<file path="config.mk">
export PLATFORM = sky130hd
export DESIGN_NAME = parallel_serial_slave
export DESIGN_NICKNAME = d
export VERILOG_FILES = /design/src/rtl/parallel_serial_slave.sv
export SDC_FILE = /design/constraint.sdc
export NUM_CORES = 1
export LEC_CHECK = 0
export BUFFER_PORTS_ARGS = -buffer_cell sky130_fd_sc_hd__buf_2
export CAP_MARGIN = 20
export CORE_UTILIZATION = 55
export CTS_CLUSTER_DIAMETER = 150
export DETAILED_ROUTE_END_ITERATION = 8
export PLACE_DENSITY = 0.86
export SLEW_MARGIN = 5
export SYNTH_ARGS = -nofsm -noshare
export SYNTH_HDL_FRONTEND = slang
export SYNTH_SLANG_ARGS = --single-unit
</file>
<file path="constraint.sdc">
create_clock -name clk -period 48.2 [get_ports clk]
set_input_delay 9.64 -clock clk [delete_from_list [all_inputs] [get_ports clk]]
set_output_delay 9.64 -clock clk [all_outputs]
set_load 0.005 [all_outputs]
</file>
<file path="src/rtl/parallel_serial_slave.sv">
// Slave end of the chip-select/clock/data serial link: receives a DATA_WIDTH-bit
// word MSB-first from the initiator and returns tx_data MSB-first on ser_data_out.
module parallel_serial_slave #(
  parameter int unsigned DATA_WIDTH = 171
) (
  input  logic                  clk,
  input  logic                  rst,
  input  logic                  ser_clk,
  input  logic                  ser_cs,
  input  logic                  ser_data_in,
  output logic                  ser_data_out,
  input  logic [DATA_WIDTH-1:0] tx_data,
  output logic [DATA_WIDTH-1:0] rx_data,
  output logic                  rx_valid,
  output logic                  frame_err,
  output logic                  busy
);

  localparam int unsigned CNT_W = $clog2(DATA_WIDTH) + 1;

  typedef enum logic [1:0] {
    IDLE    = 2'd0,
    SHIFT   = 2'd1,
    WAIT_CS = 2'd2
  } state_t;

  // [0],[1] synchroniser stages, [2] history for edge detection
  logic [2:0]            r_clk_sync;
  logic [2:0]            r_cs_sync;
  logic [1:0]            r_din_sync;
  logic                  r_flushed;
  logic                  r_cs_armed;
  state_t                r_state;
  logic [CNT_W-1:0]      r_bit_cnt;
  logic [DATA_WIDTH-1:0] r_tx_shift;
  logic [DATA_WIDTH-1:0] r_rx_shift;
  logic                  r_rx_done;

  logic                  w_clk_fall;
  logic                  w_cs_s;
  logic                  w_cs_fall;
  logic                  w_cs_rise;
  logic                  w_din_s;
  logic                  w_cnt_last;
  state_t                w_state_nxt;
  logic                  w_start;
  logic                  w_shift;
  logic                  w_last;
  logic                  w_err;
  logic                  w_busy_nxt;

  assign w_clk_fall = r_clk_sync[2] & ~r_clk_sync[1];
  assign w_cs_s     = r_cs_sync[1];
  assign w_cs_fall  = r_cs_sync[2] & ~w_cs_s;
  assign w_cs_rise  = ~r_cs_sync[2] & w_cs_s;
  assign w_din_s    = r_din_sync[1];
  assign w_cnt_last = (r_bit_cnt == CNT_W'(DATA_WIDTH - 1));

  // Bring the asynchronous serial inputs into the clk domain
  always_ff @(posedge clk or posedge rst) begin
    if (rst) begin
      r_clk_sync <= 3'b000;
      r_cs_sync  <= 3'b111;
      r_din_sync <= 2'b00;
    end else begin
      r_clk_sync <= {r_clk_sync[1:0], ser_clk};
      r_cs_sync  <= {r_cs_sync[1:0], ser_cs};
      r_din_sync <= {r_din_sync[0], ser_data_in};
    end
  end

  // Arm frame starts only once a genuinely high cs has been seen after reset,
  // so a cs held low through reset cannot masquerade as a falling edge
  always_ff @(posedge clk or posedge rst) begin
    if (rst) begin
      r_flushed  <= 1'b0;
      r_cs_armed <= 1'b0;
    end else begin
      r_flushed  <= 1'b1;
      r_cs_armed <= r_cs_armed | (r_flushed & r_cs_sync[0]);
    end
  end

  // State register
  always_ff @(posedge clk or posedge rst) begin
    if (rst) r_state <= IDLE;
    else     r_state <= w_state_nxt;
  end

  // Next-state and datapath control decisions
  always_comb begin
    w_state_nxt = r_state;
    w_start     = 1'b0;
    w_shift     = 1'b0;
    w_last      = 1'b0;
    w_err       = 1'b0;
    w_busy_nxt  = busy;
    case (r_state)
      IDLE: begin
        w_busy_nxt = 1'b0;
        if (w_cs_fall && r_cs_armed) begin
          w_start     = 1'b1;
          w_busy_nxt  = 1'b1;
          w_state_nxt = SHIFT;
        end
      end
      SHIFT: begin
        if (w_clk_fall) begin
          w_shift = 1'b1;
          if (w_cnt_last) begin
            w_last      = 1'b1;
            w_state_nxt = WAIT_CS;
          end
        end
        // A same-cycle completing edge wins over the cs release
        if (w_cs_rise) begin
          w_busy_nxt  = 1'b0;
          w_state_nxt = IDLE;
          w_err       = ~(w_clk_fall & w_cnt_last);
        end
      end
      WAIT_CS: begin
        if (w_cs_s) begin
          w_busy_nxt  = 1'b0;
          w_state_nxt = IDLE;
        end
      end
      default: begin
        w_busy_nxt  = 1'b0;
        w_state_nxt = IDLE;
      end
    endcase
  end

  // Shift registers, bit counter and registered outputs
  always_ff @(posedge clk or posedge rst) begin
    if (rst) begin
      r_bit_cnt    <= '0;
      r_tx_shift   <= '0;
      r_rx_shift   <= '0;
      r_rx_done    <= 1'b0;
      ser_data_out <= 1'b0;
      rx_data      <= '0;
      rx_valid     <= 1'b0;
      frame_err    <= 1'b0;
      busy         <= 1'b0;
    end else begin
      r_rx_done <= w_last;
      rx_valid  <= r_rx_done;
      frame_err <= w_err;
      busy      <= w_busy_nxt;
      if (w_start) begin
        r_tx_shift   <= tx_data;
        ser_data_out <= tx_data[DATA_WIDTH-1];
        r_bit_cnt    <= '0;
      end
      if (w_shift) begin
        r_rx_shift <= {r_rx_shift[DATA_WIDTH-2:0], w_din_s};
        r_bit_cnt  <= r_bit_cnt + CNT_W'(1);
        if (w_last) begin
          rx_data <= {r_rx_shift[DATA_WIDTH-2:0], w_din_s};
        end else begin
          r_tx_shift   <= {r_tx_shift[DATA_WIDTH-2:0], 1'b0};
          ser_data_out <= r_tx_shift[DATA_WIDTH-2];
        end
      end
    end
  end

endmodule

</file>
**Yosys cells after proc, flatten, opt, wreduce, memory -nomap -nowiden**

Cells that the tools add are included.

- Output and inout bits: 175
- Flip-flop bits (word level): 538

- Bitwise operators: 10
- $add $sub $neg: 1
- Muxes and demuxes: 26
- Reduce and logical (&&, ||, !) cells: 6
- Equal/unequal tests: 8

Operator list:

| cell | count |
|---|---|
| 171-bit two-way mux | 3 |
| 9-bit two-way mux | 2 |
| 1-bit two-way mux | 14 |
| 2-bit two-way mux | 5 |
| 9-bit by 1-bit adder with 9-bit output (second input constant) | 1 |
| 9-bit by 8-bit equality test with 1-bit output (second input constant) | 1 |
| 2-bit != test (second input constant) | 3 |
| 3-bit != test (second input constant) | 2 |
| 2-bit one-hot mux with 3 select lines | 1 |
| 1-bit AND | 5 |
| 1-bit NOT | 4 |
| 2-bit AND reduction | 2 |
| 4-bit AND reduction | 1 |
| 1-bit one-hot mux with 3 select lines | 1 |
| 2-bit by 1-bit equality test with 1-bit output (second input constant) | 1 |
| 2-bit equality test (second input constant) | 1 |
| 2-bit zero test | 1 |
| 2-bit nonzero test | 1 |
| 1-bit logical AND | 1 |
| 1-bit OR | 1 |

**Longest topological paths before layout**

- Depth in word-level cells: 8
- Depth in mapped cells: 10
- Mapped depth without buffers: 7

**Worst setup path after synthesis**

No wires, ideal clock.

- Path type: flip-flop to output port
- Start point: register busy
- End point: output port busy
- Arrival: 0.374 ns
- Path slack: 38.186 ns
- Buffers on the path: 0
- Cell stages (with the launch flop): 1
- Path through: dfrtp_1

RTL lines:

| item | RTL line | RTL |
|---|---|---|
| start: declaration | 16 | `output logic busy` |
| start signal: assignment | 151 | `busy <= w_busy_nxt;` |

No word-level cell between the ends.

==> impl_metrics.json <==
{
  "hold_viol_final": 0,
  "grt_overflow": 0,
  "hold_depth": 0,
  "fin_total_pwr_mw": 1.08,
  "maxCapViolCount": 0,
  "worstReg2RegEnd": "r_tx_shift[117]",
  "ys_types": 34,
  "setup_viol": 0,
  "vias": 16400,
  "worst-slew-pin-transition_ns": 1.13,
  "rsz0062_at_grt": "no",
  "end_kind": "asynchronous set/reset pin",
  "ant_nets": 0,
  "rr_worst_depth": 6,
  "fin_ws_ns": 36.39,
  "crit_family": "buffers and inverters",
  "remaining_drc_errors": 0,
  "clock_skew_ns": 0.0179,
  "diodes": 0,
  "die_w_um": 201,
  "p_leak_nw": 13.6,
  "die_h_um": 201,
  "synth_sequential_area_ratio_pct": 61.9,
  "synth-async-reset-ratio_pct": 100,
  "final_max_slew_viol_count": 0,
  "clockRootBuffer": "clkbuf_16",
  "grt_usage_pct": 24.5,
  "synth-edff-count": 0,
  "cts_buffers": 53,
  "final_cell_mix": "nand2_1 (1201), dfrtp_1 (534), buf_2 (350), o21ai_1 (176), mux2i_1 (170)",
  "ir_drop_v": 0.0000295,
  "start_kind": "input port",
  "crit_fanout": 149,
  "fin_crit_ns": 11.81,
  "outcome": "finished clean",
  "r2r_slack_ns": 44.10,
  "netlist_instances": 2267,
  "cts.htree.levels": 2,
  "clkTransAtPathRegs_ns": 0.06,
  "cts_tree": "yes",
  "powerDensity_nw_per_um2": 42.8,
  "cts_sinks": 537,
  "post_cts_buffers": 0,
  "cpPeakStageDelay_ns": 0.87,
  "preCtsSetupSlack_ns": 35.66,
  "ctsResizeCount": 0,
  "grt_pass1_vias": 16300,
  "synthToLayoutAreaGrowth_pct": 16.3,
  "port_buffers": 350,
  "min_to": "r_din_sync[1]",
  "hp-start": "r_din_sync[0]",
  "nets": 2735,
  "path_class": "in -> async",
  "slowest_stage": "buf_4",
  "maxSlewHeadroom_pct": 25.0,
  "cp_common_cell": "buf_4",
  "synth_top_flop_cell": "dfrtp_1",
  "hpwlAfterDp_um": 30200,
  "antenna_found_initial": 0,
  "crit_buf_inv": 4,
  "totalWireLength_um": 49000,
  "dieArea_um2": 40300,
  "post-route-period-util_pct": 24.5,
  "ioPinCount": 351,
  "dr.first_iter.drc_count": 1280,
  "worstSkewPairLatency_ns": 0.58,
  "syn_area_um2": 21700,
  "cp_cell_sequence": "buf_2, inv_8, buf_4, buf_4",
  "holdBufCountCts": 0,
  "yosys_warnings": 0,
  "cp.arrival_ns": 12.36,
  "row_count": 72,
  "fmax_ghz": 0.0847,
  "vias_per_cell": 5.27,
  "layout_commonest_cell": "nand2_1",
  "finalWeightedCongestion": 0.864,
  "syn_avg_cell_area_um2": 9.58,
  "grt_max_degree": 150,
  "cts_max_path_buffers": 3,
  "start_util_pct": 56.0,
  "layout-drive-gt1-share_pct": 17.9,
  "critPathRequiredTime_ns": 48.75,
  "wl_per_cell_um": 15.7,
  "finalSetupTns_ns": 0,
  "rr_startpoint": "r_state[0]",
  "coreArea_um2": 38800,
  "nFillCells": 2921,
  "ys_ff_latch": 537,
  "hp-class": "reg -> reg",
  "grt_first_pass_wirelength_um": 80900,
  "first_pass_iters": 7,
  "synth_nets": 2445
}
## cells in the mapped netlist (2+ instances only)
cell type / count / area, um2
buf_6: 20 / 225
buf_2: 30 / 150
a31oi_1: 2 / 12.5
buf_4: 11 / 82.6
a21oi_1: 2 / 10.0
o32ai_1: 2 / 17.5
dfrtp_1: 534 / 13400
and3_1: 4 / 25.0
o21ai_0: 3 / 15.0
nor2_1: 4 / 15.0
buf_8: 10 / 150
dfstp_2: 3 / 78.8
clkbuf_1: 63 / 236
inv_1: 3 / 11.3
nand4_1: 5 / 31.3
nand2_1: 1201 / 4510
ha_1: 2 / 25.0
nor4bb_1: 2 / 20.0
nand3_1: 6 / 30.0
o21ai_1: 176 / 881
mux2i_1: 170 / 1700
and4bb_1: 2 / 25.0
## flip-flops by register name, indices dropped and copies added, names as in the netlist, 2 cells and up
name        cells
r_clk_sync      3
r_tx_shift    170
r_state         2
r_cs_sync       3
rx_data       171
r_din_sync      2
r_bit_cnt       9
r_rx_shift    170
## routing by layer
metal  track usage [%]  wire (um)
met1              32.5      20400
met2              40.7      24300
met5                 0          0
met4              10.2       1630
met3              3.70       2720
## final cells by class
class	count	area (um2)	share of cell area [%]
clock buffers	73	1530	6.07
repair buffers	370	1960	7.77
flip-flops and latches	537	13400	53.2
inverters	4	27.5	0.109
multi-input cells	1591	7450	29.5
clock inverters	19	201	0.797
well taps	518	648	2.57
## power breakdown
group,internal (mW),switching [mW]
Clock,0.242,0.170
Sequential,0.514,0.0362
Combinational,0.0514,0.0679
Total,0.808,0.274
## per-stage QoR
stage	utilization, %	area (um2)	instances	hold WS [ns]
after CTS	64.9	25200	3109	0.356
after global placement	60.4	23400	3017	0.334
after floorplan	-	21700	2267	0.331
after detailed placement	60.4	23400	3017	0.341
final	65.1	25300	3112	0.354
after global routing	65.1	25300	3112	0.361
## worst max-delay path by stage
stage                     cells past startpoint  from              to  slack (ns)
after floorplan                               1   rst            busy       23.56
after global placement                        4   rst   r_din_sync[1]       35.74
after detailed placement                      4   rst   r_din_sync[1]       35.66
after CTS                                     4   rst  r_tx_shift[27]       36.28
after global routing                          4   rst  r_tx_shift[59]       35.89
final                                         4   rst  r_tx_shift[59]       36.39
## cell families after synthesis
logic type,after synthesis,synth area share (%)
multiplexers,170,7.83
other,1,0.0173
flip-flops,537,61.9
adder cells (fa/ha/maj),2,0.115
AND/OR/NAND/NOR,1229,21.6
AO/OA/AOI/OAI,188,4.45
XOR/XNOR,1,0.0403
buffers and inverters,139,4.06
Power figures use the tool's default switching activity.
